===== config.mk =====
export PLATFORM = sky130hd
export DESIGN_NAME = decode_in_buffer
export DESIGN_NICKNAME = d
export VERILOG_FILES = /design/src/rtl/decode_in_buffer.sv
export SDC_FILE = /design/constraint.sdc
export NUM_CORES = 1
export LEC_CHECK = 0
export CAP_MARGIN = 15
export CORE_ASPECT_RATIO = 0.6
export CORE_UTILIZATION = 30
export CTS_CLUSTER_DIAMETER = 50
export DETAILED_ROUTE_END_ITERATION = 8
export GPL_ROUTABILITY_DRIVEN = 0
export SYNTH_ARGS = -nofsm -noshare
export SYNTH_HDL_FRONTEND = slang
export SYNTH_SLANG_ARGS = --single-unit

===== constraint.sdc =====
create_clock -name clock -period 5.5 [get_ports clock]
set_input_delay 0.825 -clock clock [delete_from_list [all_inputs] [get_ports clock]]
set_output_delay 0.825 -clock clock [all_outputs]
set_load 0.02 [all_outputs]

===== src/rtl/decode_in_buffer.sv =====
// -----------------------------------------------------------------------------
// decode_in_buffer
//
// Purpose:
//   Small circular FIFO between fetch and decode. Each entry holds a fetched
//   instruction together with its next-PC. Decode sees the head entry and
//   consumes it whenever it is not stalled. A flush (branch/redirect) discards
//   everything buffered and drops the same-cycle input.
//
// Parameters:
//   IW     instruction width in bits
//   AW     NPC width in bits
//   DEPTH  number of entries (power of 2, minimum 2)
//   CW     occupancy count width, derived from DEPTH
//
// Ports:
//   clock          sole clock, all state updates on the rising edge
//   reset          synchronous, active-high reset
//   in_valid       fetch presents an instruction/NPC pair
//   in_ready       buffer accepts the pair this cycle
//   in_instr       fetched instruction
//   in_npc         next PC belonging to in_instr
//   flush          discard all buffered entries
//   dec_stall      decode cannot consume this cycle
//   enable_decode  Instr_dout/npc_in are valid and consumed this cycle
//   Instr_dout     head instruction (zero when empty)
//   npc_in         head NPC (zero when empty)
//   count          current number of buffered entries
// -----------------------------------------------------------------------------
module decode_in_buffer #(
  parameter int IW    = 16,
  parameter int AW    = 16,
  parameter int DEPTH = 4,
  parameter int CW    = $clog2(DEPTH + 1)
) (
  input  logic          clock,
  input  logic          reset,
  input  logic          in_valid,
  output logic          in_ready,
  input  logic [IW-1:0] in_instr,
  input  logic [AW-1:0] in_npc,
  input  logic          flush,
  input  logic          dec_stall,
  output logic          enable_decode,
  output logic [IW-1:0] Instr_dout,
  output logic [AW-1:0] npc_in,
  output logic [CW-1:0] count
);

  localparam int PW = $clog2(DEPTH);

  logic [IW-1:0] instrMem [DEPTH];
  logic [AW-1:0] npcMem   [DEPTH];

  logic [PW-1:0] wrPtr_q, wrPtr_d;
  logic [PW-1:0] rdPtr_q, rdPtr_d;
  logic [CW-1:0] count_q, count_d;

  logic notEmpty;
  logic notFull;
  logic push;
  logic pop;

  assign notEmpty = (count_q != '0);
  assign notFull  = (count_q != CW'(DEPTH));

  // Readiness depends only on the current occupancy, so a full buffer refuses
  // a push even when a pop frees a slot in the same cycle.
  assign in_ready      = notFull && !flush;
  assign enable_decode = notEmpty && !dec_stall && !flush;

  assign push = in_valid && in_ready;
  assign pop  = enable_decode;

  // Storage is never reset, so the head is gated by occupancy to keep the
  // outputs at zero whenever the buffer is empty.
  assign Instr_dout = notEmpty ? instrMem[rdPtr_q] : '0;
  assign npc_in     = notEmpty ? npcMem[rdPtr_q]   : '0;
  assign count      = count_q;

  // Next-state for pointers and occupancy. DEPTH is a power of two, so the
  // pointers wrap DEPTH-1 -> 0 by natural overflow of their PW-bit width.
  always_comb begin
    wrPtr_d = wrPtr_q;
    rdPtr_d = rdPtr_q;
    count_d = count_q;
    if (flush) begin
      wrPtr_d = '0;
      rdPtr_d = '0;
      count_d = '0;
    end else begin
      if (push) begin
        wrPtr_d = wrPtr_q + PW'(1);
      end
      if (pop) begin
        rdPtr_d = rdPtr_q + PW'(1);
      end
      case ({push, pop})
        2'b10:   count_d = count_q + CW'(1);
        2'b01:   count_d = count_q - CW'(1);
        default: count_d = count_q;
      endcase
    end
  end

  always_ff @(posedge clock) begin
    if (reset) begin
      wrPtr_q <= '0;
      rdPtr_q <= '0;
      count_q <= '0;
    end else begin
      wrPtr_q <= wrPtr_d;
      rdPtr_q <= rdPtr_d;
      count_q <= count_d;
    end
  end

  // A write during a reset cycle is harmless: the count is cleared, so the
  // entry is never presented.
  always_ff @(posedge clock) begin
    if (push) begin
      instrMem[wrPtr_q] <= in_instr;
      npcMem[wrPtr_q]   <= in_npc;
    end
  end

endmodule


# --- Word level (Yosys, flattened, before mapping) ---
# Memory sizes are Yosys's and may differ from the RTL's. A register that Yosys moved wholly into a read port is not among the register bits.
# Index checks and enable logic that the tools add are counted.
totals:
  latch_bits: 0
  reg_bits: 7
  mem_count: 2
  mem_bits_rw: 128
  mem_bits_ro: 0
  inputBits: 37
memory_table:
  columns: ["name", "depth", "width", "read_ports", "rd_clocked_by_memory_dff", "wr", "line_no", "rtl"]
  rows:
  - ["instrMem", 4, 16, 1, 1, 1, "52", "logic [IW-1:0] instrMem [DEPTH];"]
  - ["npcMem", 4, 16, 1, 1, 1, "53", "logic [AW-1:0] npcMem [DEPTH];"]
classes:
  n_mul: 0
  shifts: 0
  n_mux: 9
  n_eq_ne: 3
  n_addsub: 4
  div_mod_pow: 0
  bitwise_logic: 0
  n_reduce_logical: 9
  magnitude_cmp: 0
ops:
  columns: ["op", "count"]
  rows:
  - ["$mux 16", 2]
  - ["$mux 2", 4]
  - ["$pmux 3 s2", 1]
  - ["$add 2x1->2 const B", 2]
  - ["$logic_and 1x1->1", 4]
  - ["$add 3x1->3 const B", 1]
  - ["$ne 3x3->1 const B", 1]
  - ["$reduce_bool 3->1", 1]
  - ["$sub 3x1->3 const B", 1]
  - ["$eq 2x1->1 const B", 1]
  - ["$eq 2x2->1 const B", 1]
  - ["$logic_not 1->1", 2]
  - ["$mux 1", 2]
  - ["$reduce_bool 2->1", 1]
  - ["$reduce_or 2->1", 1]

# --- Longest topological paths before layout ---
depth:
  word_depth: 5
  depth_mapped: 10

# --- Least setup slack after synthesis ---
# Ideal clock, no wire load.
synth_path:
  kind: "input to register"
  startpoint: "input dec_stall"
  endpoint: "register count_q[2], in the netlist count[2]"
  stages: 7
  required_time_ns: 5.430
  n_path_buf: 0
  setup_time_ns: 0.070
  path_slack_ns: 2.666
  t_arrival_ns: 2.764
  path_cell_list: "nor3_1 ha_1 inv_1 fa_1 xor2_1 or3_2 a21oi_1"
synth_between:
  elab_chain_len: 5
  elab_cells_between_ends: 7
synth_lines:
  columns: ["item", "line_no", "rtl"]
  rows:
  - ["from (decl)", "43", "input logic dec_stall,"]
  - ["$logic_not 1->1 (*)", "70", "assign enable_decode = notEmpty && !dec_stall && !flush;"]
  - ["$logic_and 1x1->1 (*) (2 in a row)", "70", null]
  - ["$eq 2x1->1 / $eq 2x2->1 (equally long branches)", "98", "case ({push, pop})"]
  - ["$pmux 3 s2 / $reduce_bool 2->1 (equally long branches)", null, null]
  - ["to (signal assigned)", "114", "count_q <= count_d;"]
  - ["to (decl)", "57", "logic [CW-1:0] count_q, count_d;"]
# Mark *: on every way between the ends. The rest lies on a longest branch, timed or not.
# A chain may end at the register's enable or synchronous reset.

==> results.json <==
{
  "status": "completed",
  "critical_path.max_fanout": 21,
  "synthMuxAreaShare_pct": 13.47,
  "max_freq_mhz": 266.0,
  "layout_common_cells": "128 x edfxtp_1, 73 x clkdlybuf4s50_1, 34 x nor2b_1",
  "finalSetupTns_ps": 0,
  "crit_arrival_ps": 2930,
  "cts_buffers": 17,
  "dp_hpwl_um": 6065,
  "slowest_stage": "dfxtp_2",
  "wl_met1_um": 4945,
  "ff2ff_path_depth": 9,
  "holdPathStages": 2,
  "cpPeakStageDelay_ps": 850,
  "avgRoutedWirePerCell_um": 17.70,
  "hp-class": "reg2reg",
  "antenna_found_initial": 1,
  "p_per_area_nw_per_um2": 348.8,
  "drtIter0Drc": 157,
  "hold_viol_final": 0,
  "syn_to_final_growth_pct": 29.26,
  "worst-path-stages": 4,
  "endpoint_kind": "output port",
  "synth_cell_types": 28,
  "ios": 74,
  "fillers": 1549,
  "avgViaCountPerCell": 4.478,
  "cts_root_buffer": "clkbuf_16",
  "clkLatencyLatePin_ps": 400,
  "setup_viol": 0,
  "synth.avg_cell_area_um2": 20.65,
  "wl_met3_um": 685,
  "wl_met2_um": 4693,
  "top_layer_used": "met4",
  "worst_slew_pin_slew_ps": 949.1,
  "final_util_pct": 40.04,
  "synth_area_leaders": "edfxtp_1 72%, mux4_2 13%, nor2b_1 4.0%",
  "cp_cell_sequence": "buf_4 > mux4_2 > nor2b_1 > clkdlybuf4s50_1",
  "relSlewSlack_pct": 36.73,
  "post_cts_resize_count": 0,
  "rows": 37,
  "min_period_ps": 3759,
  "vdd_ir_drop_max_v": 0.0002096,
  "drc": 0,
  "fin_skew_ps": 8.164,
  "slew_violations": 0,
  "synth_top_cell_area_share_pct": 71.86,
  "core_area_um2": 17270,
  "synth_compound_area_share_pct": 1.216,
  "worstSetupStartpointType": "flip-flop",
  "dr.pass1.iters": 4,
  "worst-path-buf-inv": 2,
  "netlist_area_um2": 5349,
  "final_common_cell": "edfxtp_1",
  "clk_pin_slew_ps": 60,
  "cap_violations": 0,
  "period_share_pct": 68.34,
  "grt_pass1_wl_um": 16300,
  "yosysTopAreaCell": "edfxtp_1",
  "yosys.area_share.simple_pct": 6.152,
  "num_vias": 2633,
  "htreeDepth": 4,
  "ys_warn_count": 0,
  "clockBufferDepth": 2,
  "gr-total-overflow": 0,
  "clock_sinks": 137,
  "die_w_um": 174.4,
  "syn-num-nets": 302,
  "synthXorXnorAreaFrac_pct": 0.3275,
  "synth_fa_ha_area_share_pct": 1.544,
  "drive_above_1_share_pct": 20.90,
  "rsz0062_at_grt": "no",
  "path_class": "reg2out",
  "diodes": 0,
  "io_buffers": 73,
  "cp_top_family": "buffers and inverters",
  "synth.ff_latch_count": 137,
  "cp_data_required_time_ps": 4680,
  "first_global_vias": 2804,
  "routed_wl_um": 10410,
  "holdBufCountCts": 0,
  "postCtsSetupBuffers": 0,
  "die_area_um2": 18390,
  "finalNetCount": 384,
  "grt_max_degree": 33,
  "seq_area_frac_synth_pct": 75.23,
  "grt_util_all_layers_pct": 12.19,
  "p_leak_nw": 2.124,
  "initial_core_util_pct": 30.98,
  "dieHeight_um": 105.4,
  "antenna_left": 0,
  "syn_inst": 259,
  "synth_top_family_by_area": "multiplexers",
  "cts_tree": "built"
}
[per-stage QoR]
| stage | instance area (µm²) | instances | hold slack, ps | power [mW] | setup slack, ps |
|---|---|---|---|---|---|
| after global placement | 6314 | 556 | 465.5 | 1.292 | 2093 |
| final | 6914 | 588 | 506.1 | 2.412 | 1741 |
| after floorplan | 5349 | 259 | 464.7 | 1.229 | 2666 |
| after global routing | 6914 | 588 | 542.3 | 2.490 | 1511 |
| after detailed placement | 6314 | 556 | 504.8 | 1.294 | 2084 |
| after CTS | 6914 | 588 | 511.6 | 2.435 | 1626 |
[metal layers]
metal,track usage [%],up-vias
met3,4.509,9
met1,16.33,1345
li1,-,1198
met4,4.135,0
met2,18.21,81
met5,0,-
[tightest hold or removal path: stages (launching register included)]
cell and delay, ps:
dfxtp_1 310, o21ai_1 70, a21oi_1 80
[state kept, by name, summed over array words and instances (netlist names), named ones only]
| name | count |
|---|---|
| npcMem | 64 |
| rdPtr_q | 2 |
| count | 3 |
| wrPtr_q | 2 |
| instrMem | 64 |
[synthesized netlist by cell type]
cell,n
edfxtp_1,128
nor2b_1,34
mux4_2,32
dfxtp_1,9
a21oi_1,6
inv_1,6
buf_6,5
ha_1,5
and3_1,4
buf_2,4
nor2_1,4
clkbuf_1,3
o21ai_1,2
or3_1,2
xor2_1,2
a21o_1,1
and2_4,1
fa_1,1
nand2b_1,1
nand3_1,1
nand4_1,1
nor3_1,1
nor3_2,1
o21ai_0,1
o31ai_2,1
or2_1,1
or3_2,1
or3b_1,1
[cells by family (layout without fill, tap and decap cells)]
family / after synthesis / count (layout)
multiplexers: 32 / 32
XOR/XNOR: 2 / 2
AND/OR/NAND/NOR: 53 / 53
buffers and inverters: 18 / 113
adder cells (fa/ha/maj): 6 / 6
AO/OA/AOI/OAI: 11 / 11
flip-flops: 137 / 137
[power by group]
| part | internal (mW) | switching, mW |
|---|---|---|
| Combinational | 0.0581 | 0.0524 |
| Sequential | 1.16 | 0.00518 |
| Clock | 0.715 | 0.426 |
[area by class of cell]
class | instances | area, µm² | area share [%]
multi-input cells | 104 | 1226 | 17.73
well taps | 234 | 292.8 | 4.235
clock inverters | 14 | 171.4 | 2.479
repair buffers | 75 | 745.7 | 10.79
flip-flops and latches | 137 | 4026 | 58.23
inverters | 6 | 22.52 | 0.3257
clock buffers | 18 | 429.2 | 6.207
[final timing paths]
check	slack [ps]	to	start
worst min-delay path	510	flip-flop	rdPtr_q[1]
worst max register to register	2850	count[2]	count[1]
worst min register to register	510	flip-flop	rdPtr_q[1]
worst max-delay path	1740	npc_in[4]	flip-flop
Note: power is estimated with default switching activity, not from simulation.
